$ cat config.mk
export PLATFORM = sky130hd
export DESIGN_NAME = pll_nco
export DESIGN_NICKNAME = d
export VERILOG_FILES = /design/src/rtl/ice40_pll_pad_model_nco.sv
export SDC_FILE = /design/constraint.sdc
export NUM_CORES = 1
export LEC_CHECK = 0
export CAP_MARGIN = 15
export CORE_MARGIN = 2
export CORE_UTILIZATION = 45
export CTS_CLUSTER_DIAMETER = 150
export DETAILED_ROUTE_END_ITERATION = 8
export HOLD_SLACK_MARGIN = 0.12
export PLACE_DENSITY_LB_ADDON = 0.08
export SYNTH_ARGS = -nofsm -noshare
export SYNTH_HDL_FRONTEND = slang
export SYNTH_SLANG_ARGS = --single-unit
$ cat constraint.sdc
create_clock -name clk -period 2.49 [get_ports clk]
set_clock_uncertainty 0.1 [all_clocks]
set_input_delay 0.249 -clock clk [delete_from_list [all_inputs] [get_ports clk]]
set_output_delay 0.249 -clock clk [all_outputs]
set_load 0.02 [all_outputs]
$ cat src/rtl/ice40_pll_pad_model_nco.sv
// pll_nco: phase accumulator plus the single output register of the model.
// The output register takes the new accumulator MSB while advancing, an
// external value when sel_ext is set (bypass), and 0 otherwise (pre-lock).
module pll_nco #(
   parameter int               ACC_W = 24,
   parameter logic [ACC_W-1:0] INC   = {{(ACC_W-1){1'b0}}, 1'b1}
) (
   input  logic clk,
   input  logic rst,
   input  logic advance,
   input  logic sel_ext,
   input  logic ext_val,
   output logic out
);

   logic [ACC_W-1:0] acc_q, acc_d;
   logic             out_q, out_d;

   // Next phase and next output level; the phase holds whenever not advancing.
   always_comb begin
      acc_d = acc_q;
      out_d = 1'b0;
      if (advance) begin
         acc_d = acc_q + INC;
      end
      if (sel_ext) begin
         out_d = ext_val;
      end else if (advance) begin
         out_d = acc_d[ACC_W-1];
      end
   end

   // Accumulator and output register, cleared asynchronously.
   always_ff @(posedge clk or posedge rst) begin
      if (rst) begin
         acc_q <= '0;
         out_q <= 1'b0;
      end else begin
         acc_q <= acc_d;
         out_q <= out_d;
      end
   end

   assign out = out_q;

endmodule

# Yosys cells after proc, flatten, opt, wreduce, memory -nomap -nowiden
# Index checks and enable logic that the tools add are counted.
# Widths: inputs -> output; s select.
word_totals:
  regBits: 25
  word_cells: 7
op_classes:
  n_addsub: 1
  muxes: 3
op_table:
  columns: ["cell", "count"]
  rows:
  - ["$add 24x1->24 const B", 1]
  - ["$mux 24", 1]
  - ["$mux 1", 2]

# Logic depth before layout (Yosys ltp)
# Gate-level depths: netlist of the first run.
logic_depth:
  depth_word: 4
  depth_mapped: 5
  mapped_depth_nobuf: 5

# Least setup slack after synthesis of the first run
# Ideal clock, no wire load.
synth_path:
  kind: "flip-flop to flip-flop"
  startpoint: "register acc_q[0]"
  endpoint: "register acc_q[20]"
  arrival_time_ps: 1434
  setup_slack_ps: 877
  path_stages_with_launch: 6
  n_path_buf: 0
  period_less_slack_ps: 1613
  path_cell_list: "dfrtp_1 > ha_1 > and4_2 > nand4_4 > nor4_1 > xor2_1"
synth_via:
  elab_chain_cells: 1
synth_rtl:
  columns: ["element", "line", "rtl"]
  rows:
  - ["start: declaration", "16", "logic [ACC_W-1:0] acc_q, acc_d;"]
  - ["start signal: assignment", "36", "acc_q <= '0;"]
  - ["start signal: assignment", "39", "acc_q <= acc_d;"]
  - ["$add 24x1->24", "24", "acc_d = acc_q + INC;"]
# No other way between the ends.
# A chain may end at the register's enable or synchronous reset.

# Final worst setup path of the first run
layout_path:
  startpoint: "register acc_q[10]"
  endpoint: "register out_q, in the netlist out"
layout_via:
  elab_chain_cells: 4
layout_rtl:
  columns: ["element", "line", "rtl"]
  rows:
  - ["$add 24x1->24", "24", null]
  - ["$mux 24", "23", "if (advance) begin"]
  - ["$mux 1", "28", "end else if (advance) begin"]
  - ["$mux 1", "26", "if (sel_ext) begin"]
  - ["net out_d", "17", "logic out_q, out_d;"]
  - ["end signal: assignment", "40", "out_q <= out_d;"]
  - ["end: declaration", "17", null]
# The timed path passes the listed nets, and every way through them passes these cells.

==> impl.org, run 1 <==
** Timing
- After layout, the worst path uses 71.9% of the clock period.
- Summed over all failing endpoints, the final setup total negative slack is 0 ns.
- Setup repair after global routing missed its margin :: false
- Total setup violations reported at the end of the flow :: 0
- Minimum clock period :: 1.79 ns
- Final count of hold timing violations :: 0
- For the pin with the worst max-slew slack, the measured transition is 0.346 ns.
- Measured against its own limit, the worst slew margin works out to 76.7%.
- Maximum frequency from static timing analysis :: 558 MHz
- The total count of max-transition violations in the final report is 0.

** Floorplanning
- In this run the count of I/O pins placed on the die edge is 6.
- Die outline area :: 0.00301 mm2
- Once the floorplan was initialized, standard cells occupied 47.1% of the core.
- In this run the core area contains 18 standard-cell rows.
- Placeable core region :: 0.00248 mm2
- Y dimension of the die :: 54.9 um
- Width of the die :: 54.9 um

** Job
- Max Cap Viol :: 0

** CTS
- Register clock-pin slew on the reported worst setup and hold paths :: 0.14 ns
- Post-CTS sizing :: 0
- CTS root buffer :: sky130_fd_sc_hd__clkbuf_4
- The number of clock buffers added by TritonCTS is 3.
- TritonCTS built the clock tree.
- The clock passes through at most 2 buffers.
- Counting every sink on the clock net gives 25.
- The number of setup buffers added after CTS is 0.
- In this run the number of H-tree levels came out at 1.
- Hold buffer count at CTS :: 0
- The later pin in the worst-skew pair is clocked with a latency of 0.31 ns.

** Power
- Dividing total power by cell area gives a power density of 644 mW/mm2.
- PnR Total Power :: 826 uW
- Summed over all cells, the static leakage comes to 0.000601 uW.
- The worst-case IR drop observed on VDD is 0.000486 V.

** Synth
- In this run, distinct cell masters in the synthesized netlist total 24.
- Seq cells post-synth :: 25
- After Yosys synthesis, full adders, half adders and majority gates account for 1.07% of the synthesized area.
- Post-synthesis net count :: 103
- The synthesized netlist devotes 17.3% of its cell area to XOR and XNOR gates.
- Compound-cell area share of the yosys netlist :: 1.50%
- Area fraction in and, or, nand and nor cells after synthesis :: 23.3%
- Synth Warn # :: 0
- After synthesis, the largest family of logic cells by area is simple AND/OR/NAND/NOR gates.
- Measured against the total synthesized area, the mux share comes to 0.966%.
- A synthesized cell averages 12.0 um2.
- Combined area of all synthesized cells :: 0.00117 mm2
- Synthesized netlist cell count :: 97
- Share of the yosys chip area belonging to registers :: 53.6%

** Worst setup path
- Required time of the worst setup path :: 2.59 ns
- CP Data Arrival Time :: 1.89 ns
- The worst setup path is captured at a flop.
- Across all register-to-register paths, the minimum setup slack is 0.70 ns.
- Sort of element at the start of the critical path :: flop
- By startpoint and endpoint, the worst setup path is classified as reg -> reg.
- Along the worst path, the maximum fanout reaches 10.

** Outcome
- The run finished with clean final reports.

** Global routing
- The number of global-route vias before repair was 719.
- The initial antenna violation count is 0.
- Global routing finished with a remaining overflow of 0.
- The first global-routing pass estimated 3330 um of wire.
- Largest net degree at the start of global routing :: 26
- All-layer global routing usage :: 15.6%

** Drt
- Average wire per cell in the routed design :: 13.4 um
- The routed layout has 709 vias.
- Total DRC errors in the routed layout :: 0
- In the routed layout, each cell is associated on average with a via count of 5.21.
- Total wire length :: 1830 um
- For this block, the initial DRC count from the detailed router was 4.
- Count of nets left with antenna violations after detail routing :: 0
- The first detailed-routing pass took 3 iterations.

** Placed design
- Count of buffers inserted at the top-level ports :: 5
- Once detailed placement completed, the half-perimeter wirelength came to 1310 um.
- Routability-driven placement finished with a final weighted congestion of 0.711.

** Finish
- Synthesis-to-finish area growth :: 9.87%
- Filler cells :: 228
- Fraction of final layout cells sized beyond drive strength 1 :: 14.2%
- After the last flow step, the layout net total stands at 113.
- Number of antenna repair diodes :: 0

** Min path
- The tightest min-delay check is of the in -> async type.
## cells in the mapped netlist
library cell	instances	area [um2]
sky130_fd_sc_hd__dfrtp_1	25	626
sky130_fd_sc_hd__xnor2_1	13	114
sky130_fd_sc_hd__xor2_1	10	87.6
sky130_fd_sc_hd__nand2_1	8	30.0
sky130_fd_sc_hd__nand4_1	6	37.5
sky130_fd_sc_hd__inv_1	5	18.8
sky130_fd_sc_hd__nor3_1	4	20.0
sky130_fd_sc_hd__nor4_1	4	25.0
sky130_fd_sc_hd__nor2_1	3	11.3
sky130_fd_sc_hd__and3_2	2	15.0
sky130_fd_sc_hd__nand3_1	2	10.0
sky130_fd_sc_hd__nand4_2	2	25.0
sky130_fd_sc_hd__nand4_4	2	42.5
sky130_fd_sc_hd__and2_1	1	6.26
sky130_fd_sc_hd__and4_1	1	8.76
sky130_fd_sc_hd__and4_2	1	10.0
sky130_fd_sc_hd__and4_4	1	11.3
sky130_fd_sc_hd__buf_4	1	7.51
sky130_fd_sc_hd__ha_1	1	12.5
sky130_fd_sc_hd__mux2_2	1	11.3
sky130_fd_sc_hd__nand3b_1	1	7.51
sky130_fd_sc_hd__o2111ai_1	1	8.76
sky130_fd_sc_hd__o311ai_1	1	8.76
sky130_fd_sc_hd__or4_4	1	11.3
## per-layer routing
layer  global-route usage (%)  share of wire (%)  vias to the layer above
li1                         -                  -                      361
met2                     21.8                 43                        8
met1                     23.3                 54                      338
met5                        0                  0                        -
met4                     7.32               0.77                        0
met3                     2.96                2.4                        2
## sequential cells by signal (all words and copies together), names as in the netlist
signal / count
acc_q: 24
out: 1
## path summary, 6_finish.rpt
check / startpoint / end / cells past startpoint
worst max-delay path: acc_q[10]$_DFFE_PP0P_ / out$_DFF_PP0_ / 4
worst min-delay path: rst / acc_q[16]$_DFFE_PP0P_ / 3
worst max register to register: acc_q[10]$_DFFE_PP0P_ / out$_DFF_PP0_ / 4
worst min register to register: acc_q[21]$_DFFE_PP0P_ / acc_q[21]$_DFFE_PP0P_ / 1
max in group asynchronous: rst / acc_q[1]$_DFFE_PP0P_ / 3
min in group clk: acc_q[21]$_DFFE_PP0P_ / acc_q[21]$_DFFE_PP0P_ / 1
## cell type report
class / instances / area, um2 / area share (%)
tap: 30 / 37.5 / 2.93
sequential: 25 / 626 / 48.8
timing repair buffer: 6 / 57.6 / 4.49
clock inverter: 1 / 5.00 / 0.391
inverter: 5 / 18.8 / 1.46
clock buffer: 3 / 22.5 / 1.76
multi-input combinational: 66 / 514 / 40.1
## critical path, cell delays in order, from the launching register on
cell,delay [ns]
sky130_fd_sc_hd__dfrtp_1,0.46
sky130_fd_sc_hd__nand4_2,0.27
sky130_fd_sc_hd__or4_4,0.52
sky130_fd_sc_hd__o2111ai_1,0.20
sky130_fd_sc_hd__o311ai_1,0.13
## metrics by stage
| stage | utilization [%] | worst slack (ns) | hold slack (ns) | cells | area [um2] |
|---|---|---|---|---|---|
| after floorplan | - | 0.877 | 0.176 | 97 | 1170 |
| after global placement | 50.6 | 0.389 | 0.363 | 132 | 1250 |
| after detailed placement | 50.6 | 0.385 | 0.372 | 132 | 1250 |
| after CTS | 51.7 | 0.704 | 0.159 | 136 | 1280 |
| after global routing | 51.7 | 0.560 | 0.211 | 136 | 1280 |
| final | 51.7 | 0.699 | 0.157 | 136 | 1280 |
## power breakdown
group	switching, uW	internal, uW	leakage, uW	total (uW)
registers	60.8	460	0.000321	521
clock network	117	60.0	0.0000177	177
logic	58.9	68.5	0.000262	127
total	237	588	0.000601	826
## layout by cell type (no fill, tap or decap), types with 2 or more instances in the layout
cell type	netlist	final
sky130_fd_sc_hd__clkdlybuf4s50_1	0	5
sky130_fd_sc_hd__inv_1	5	5
sky130_fd_sc_hd__nand4_4	2	2
sky130_fd_sc_hd__nand4_1	6	6
sky130_fd_sc_hd__nand4_2	2	2
sky130_fd_sc_hd__dfrtp_1	25	25
sky130_fd_sc_hd__nor4_1	4	4
sky130_fd_sc_hd__nand2_1	8	8
sky130_fd_sc_hd__clkbuf_4	0	3
sky130_fd_sc_hd__xor2_1	10	10
sky130_fd_sc_hd__nand3_1	2	2
sky130_fd_sc_hd__and3_2	2	2
sky130_fd_sc_hd__nor3_1	4	4
sky130_fd_sc_hd__nor2_1	3	3
sky130_fd_sc_hd__xnor2_1	13	13
## cells by family after synthesis
family,count (synthesis)
AO/OA/AOI/OAI,2
AND/OR/NAND/NOR,39
adder cells (fa/ha/maj),1
multiplexers,1
flip-flops,25
XOR/XNOR,23
buffers and inverters,6
Note: power is estimated with default switching activity, not from simulation.
==> inputs of run 2 (changes only) <==
==> constraint.sdc (replaced) <==
create_clock -name clk -period 1.8 [get_ports clk]
set_clock_uncertainty 0.1 [all_clocks]
set_input_delay 0.18 -clock clk [delete_from_list [all_inputs] [get_ports clk]]
set_output_delay 0.18 -clock clk [all_outputs]
set_load 0.02 [all_outputs]
==> run 2 against run 1 <==
Compared with the run above:
- core utilization grew 3.9 points
- global-route usage grew 0.71 points
- flip-flop and latch count is the same
==> impl.org, run 2 (synthesized netlist as in run 1, its figures left out) <==
** Outcome
- Result of the run :: complete, no violations

** Worst setup path
- Sort of element at the start of the critical path :: flop
- The largest stage delay on the critical path was 0.42 ns (-0.10 ns).
- Crit Path Class :: reg -> reg
- The maximum fanout along the worst path is 6 (-4).
- The required time of the critical path is 1.95 ns (-0.64 ns).
- Worst reg2reg path endpoint :: acc_q[22]$_DFFE_PP0P_
- Worst Reg2Reg Path Length in Cells :: 5 (+1)
- On the critical path, the stage with the largest delay is an instance of sky130_fd_sc_hd__dfrtp_1.
- CP Data Arrival Time :: 1.85 ns (-0.04 ns)
- The signal on the critical path passes through ha_1, and4_2, nand4_4, nor4_2, xnor2_1.
- STA classifies the critical path endpoint as a flop.
- The register-to-register setup slack is 0.1 ns (-0.60 ns).
- In this run the critical register-to-register path is launched from acc_q[0]$_DFFE_PP0P_.

** Finish
- Final core utilization :: 55.7% (+3.9 points)
- Cell Count, Final, Fillers Out :: 146 (+7.4%)
- The area growth from synthesis to layout is 18.2%.
- The count of filler cells inserted in the layout was 241 (+5.7%).
- Fraction of final layout cells sized beyond drive strength 1 :: 21.6% (+7.4 points)
- Most frequent cells in the layout :: sky130_fd_sc_hd__dfrtp_1 (25), sky130_fd_sc_hd__xnor2_1 (13), sky130_fd_sc_hd__xor2_1 (10), sky130_fd_sc_hd__buf_4 (10), sky130_fd_sc_hd__nand2_1 (8)
- Number of flip-flops in the largest register :: 24 (unchanged)
- The final-stage net count came to 123 (+8.8%).
- The library cell used most frequently in the layout, excluding fill and tap cells, is sky130_fd_sc_hd__dfrtp_1.
- Ranked by flip-flop count, first place goes to acc_q.
- The number of diodes is 0 (unchanged).

** Floorplanning
- Effective utilization at floorplan :: 47.1% (unchanged)
- The number of rows in the core area was 18 (unchanged).
- The height of the chip was 54.9 um (unchanged).
- Placeable core region :: 0.00248 mm2 (unchanged)
- The I/O pin count was 6 (unchanged).
- The die width came to 54.9 um (unchanged).
- Die outline area :: 0.00301 mm2 (unchanged)

** CTS
- Post-CTS setup buffer count :: 0 (unchanged)
- The latest clock arrival within the worst-skew pair is 0.31 ns (about the same).
- CTS root buffer :: sky130_fd_sc_hd__clkbuf_4
- The clock edge transition at the registers on the reported setup and hold paths is 0.13 ns (about the same).
- Number of buffers between clock root and the deepest sink :: 2 (unchanged)
- The total number of clock tree sinks came to 25 (unchanged).
- Maximum level of the CTS H-tree :: 1 (unchanged)
- CTS tree :: built
- The number of buffers created by CTS was 3 (unchanged).

** Timing
- Hold_ws :: 0.357 ns (+0.200 ns)
- Worst Max-Slew Pin Slew :: 0.351 ns (+0.00447 ns)
- The share of the cycle needed by the critical path after routing came to 94.5% (+23 points).
- The total setup violations reported at the end of the flow is 0 (unchanged).
- Pins Over Slew Limit :: 0 (unchanged)
- Final count of hold timing violations :: 0 (unchanged)
- The worst slew margin relative to its limit was 76.4% (-0.30 points).
- The maximum clock frequency is 588 MHz (+5.2%).
- The clock period minus final worst setup slack was 1.70 ns (-0.0892 ns).
- Setup repair after global routing missed its margin :: true

** Drt
- Total DRC errors in the routed layout :: 0 (unchanged)
- The detailed-route via count was 786 (+11%).
- Total wire length :: 2010 um (+10%)
- Count of nets left with antenna violations after detail routing :: 0 (unchanged)
- The number of iterations in the first detailed-routing pass is 4 (+1).
- Average wire per cell in the routed design :: 13.8 um (+2.5%)
- Drt first-iter violations :: 17 (+13)
- The number of vias per cell was 5.38 (+3.3%).

** Min path
- Along the worst hold path, the cell count comes to 3.
- The worst hold path begins at ext_val.
- The min-delay analysis places its worst path in the category in -> reg.
- Worst hold endpoint :: out$_DFF_PP0_

** Power
- The worst vdd rail ir drop was 0.000789 V (+62%).
- The total leakage power is 0.000661 uW (+10%).
- The ratio of total power to cell area is 855 mW/mm2 (+33%).
- PnR Total Power :: 1180 uW (+43%)

** Placed design
- The quantity of I/O buffers inserted on ports came to 5 (unchanged).
- Placed cell count :: 141 (+6.8%)
- Half-perimeter wire length after detailed placement :: 1450 um (+11%)
- The final weighted congestion in routability-driven placement was 0.725 (+2.0%).

** Global routing
- Largest net degree at the start of global routing :: 26 (unchanged)
- All-layer global routing usage :: 16.4% (+0.71 points)
- Number of global-route vias before repair :: 814 (+13%)
- The initial antenna violation count was 0 (unchanged).
- The first-pass GRT wire length was 3470 um (+4.4%).
- The overall overflow remaining after global route was 0 (unchanged).

** Job
- The max-cap check violation count came to 0 (unchanged).
[run 2: cell types whose count changed in the layout (fill, tap and decap cells not counted)]
cell | before | now
sky130_fd_sc_hd__nor4_2 | 0 | 1
sky130_fd_sc_hd__clkbuf_1 | 0 | 1
sky130_fd_sc_hd__nor4_1 | 4 | 2
sky130_fd_sc_hd__nor4_4 | 0 | 1
sky130_fd_sc_hd__dlygate4sd3_1 | 0 | 1
sky130_fd_sc_hd__buf_4 | 1 | 10
sky130_fd_sc_hd__clkinv_2 | 1 | 0
[run 2: final cells by class]
type	instances	area (um2)	area share [%]
Inverter	5	18.8	1.36
Clock buffer	4	26.3	1.91
Multi-Input combinational cell	66	536	38.8
Timing Repair Buffer	16	135	9.80
Sequential cell	25	626	45.4
Tap cell	30	37.5	2.72
[run 2: repair_timing]
| item | CTS | global route |
|---|---|---|
| endpoints found under the hold margin | 16 | 0 |
| gates resized for setup | 0 | 3 |
| endpoints found under the setup margin | 0 | 2 |
| hold buffers | 1 | 0 |
[run 2: critical path, delay by kind of cell (launching register included)]
kind	cells	cell delay [ns]
AND/OR/NAND/NOR	3	0.78
XOR/XNOR	1	0.15
adder cells (fa/ha/maj)	1	0.18
flip-flops	1	0.42
[run 2: worst max-delay path by stage]
stage	from	end	slack [ns]	cells past startpoint
after global placement	advance	acc_q[19]$_DFFE_PP0P_	-0.004	5
after floorplan	acc_q[0]$_DFFE_PP0P_	acc_q[20]$_DFFE_PP0P_	0.19	5
final	acc_q[0]$_DFFE_PP0P_	acc_q[22]$_DFFE_PP0P_	0.1	5
after detailed placement	advance	acc_q[20]$_DFFE_PP0P_	-0.06	5
after CTS	acc_q[0]$_DFFE_PP0P_	acc_q[22]$_DFFE_PP0P_	0.06	5
after global routing	acc_q[1]$_DFFE_PP0P_	acc_q[12]$_DFFE_PP0P_	-0.006	6
[run 2: per-stage QoR]
| step | worst slack (ns) | area [um2] | setup TNS, ns |
|---|---|---|---|
| final | 0.0986 | 1380 | 0 |
| after detailed placement | -0.0575 | 1320 | -0.0928 |
| after global routing | -0.00650 | 1380 | -0.00650 |
| after floorplan | 0.187 | 1170 | 0 |
| after CTS | 0.0588 | 1360 | 0 |
| after global placement | -0.00417 | 1320 | -0.00417 |
[run 2: report_power, final]
group | internal, uW | switching, uW
combinational | 123 | 99.4
sequential | 636 | 73.5
clock | 86.6 | 161
total | 845 | 334
[run 2: metal layers]
| metal | GRT usage [%] | share of wire (%) |
|---|---|---|
| met1 | 21.8 | 49 |
| met2 | 26.4 | 48 |
| met3 | 2.42 | 1.9 |
| met4 | 7.32 | 0.65 |
| met5 | 0 | 0 |
==> inputs of run 3 (changes only) <==
--- a/config.mk
+++ b/config.mk
@@ -9,7 +9,9 @@
 export CORE_MARGIN = 2
 export CORE_UTILIZATION = 45
 export CTS_CLUSTER_DIAMETER = 150
+export CTS_CLUSTER_SIZE = 28
 export DETAILED_ROUTE_END_ITERATION = 8
+export GPL_ROUTABILITY_DRIVEN = 0
 export HOLD_SLACK_MARGIN = 0.12
 export PLACE_DENSITY_LB_ADDON = 0.08
 export SYNTH_ARGS = -nofsm -noshare
==> results of run 3 <==
Same layout as run 2: the final DEF is identical, and so are final timing and power.
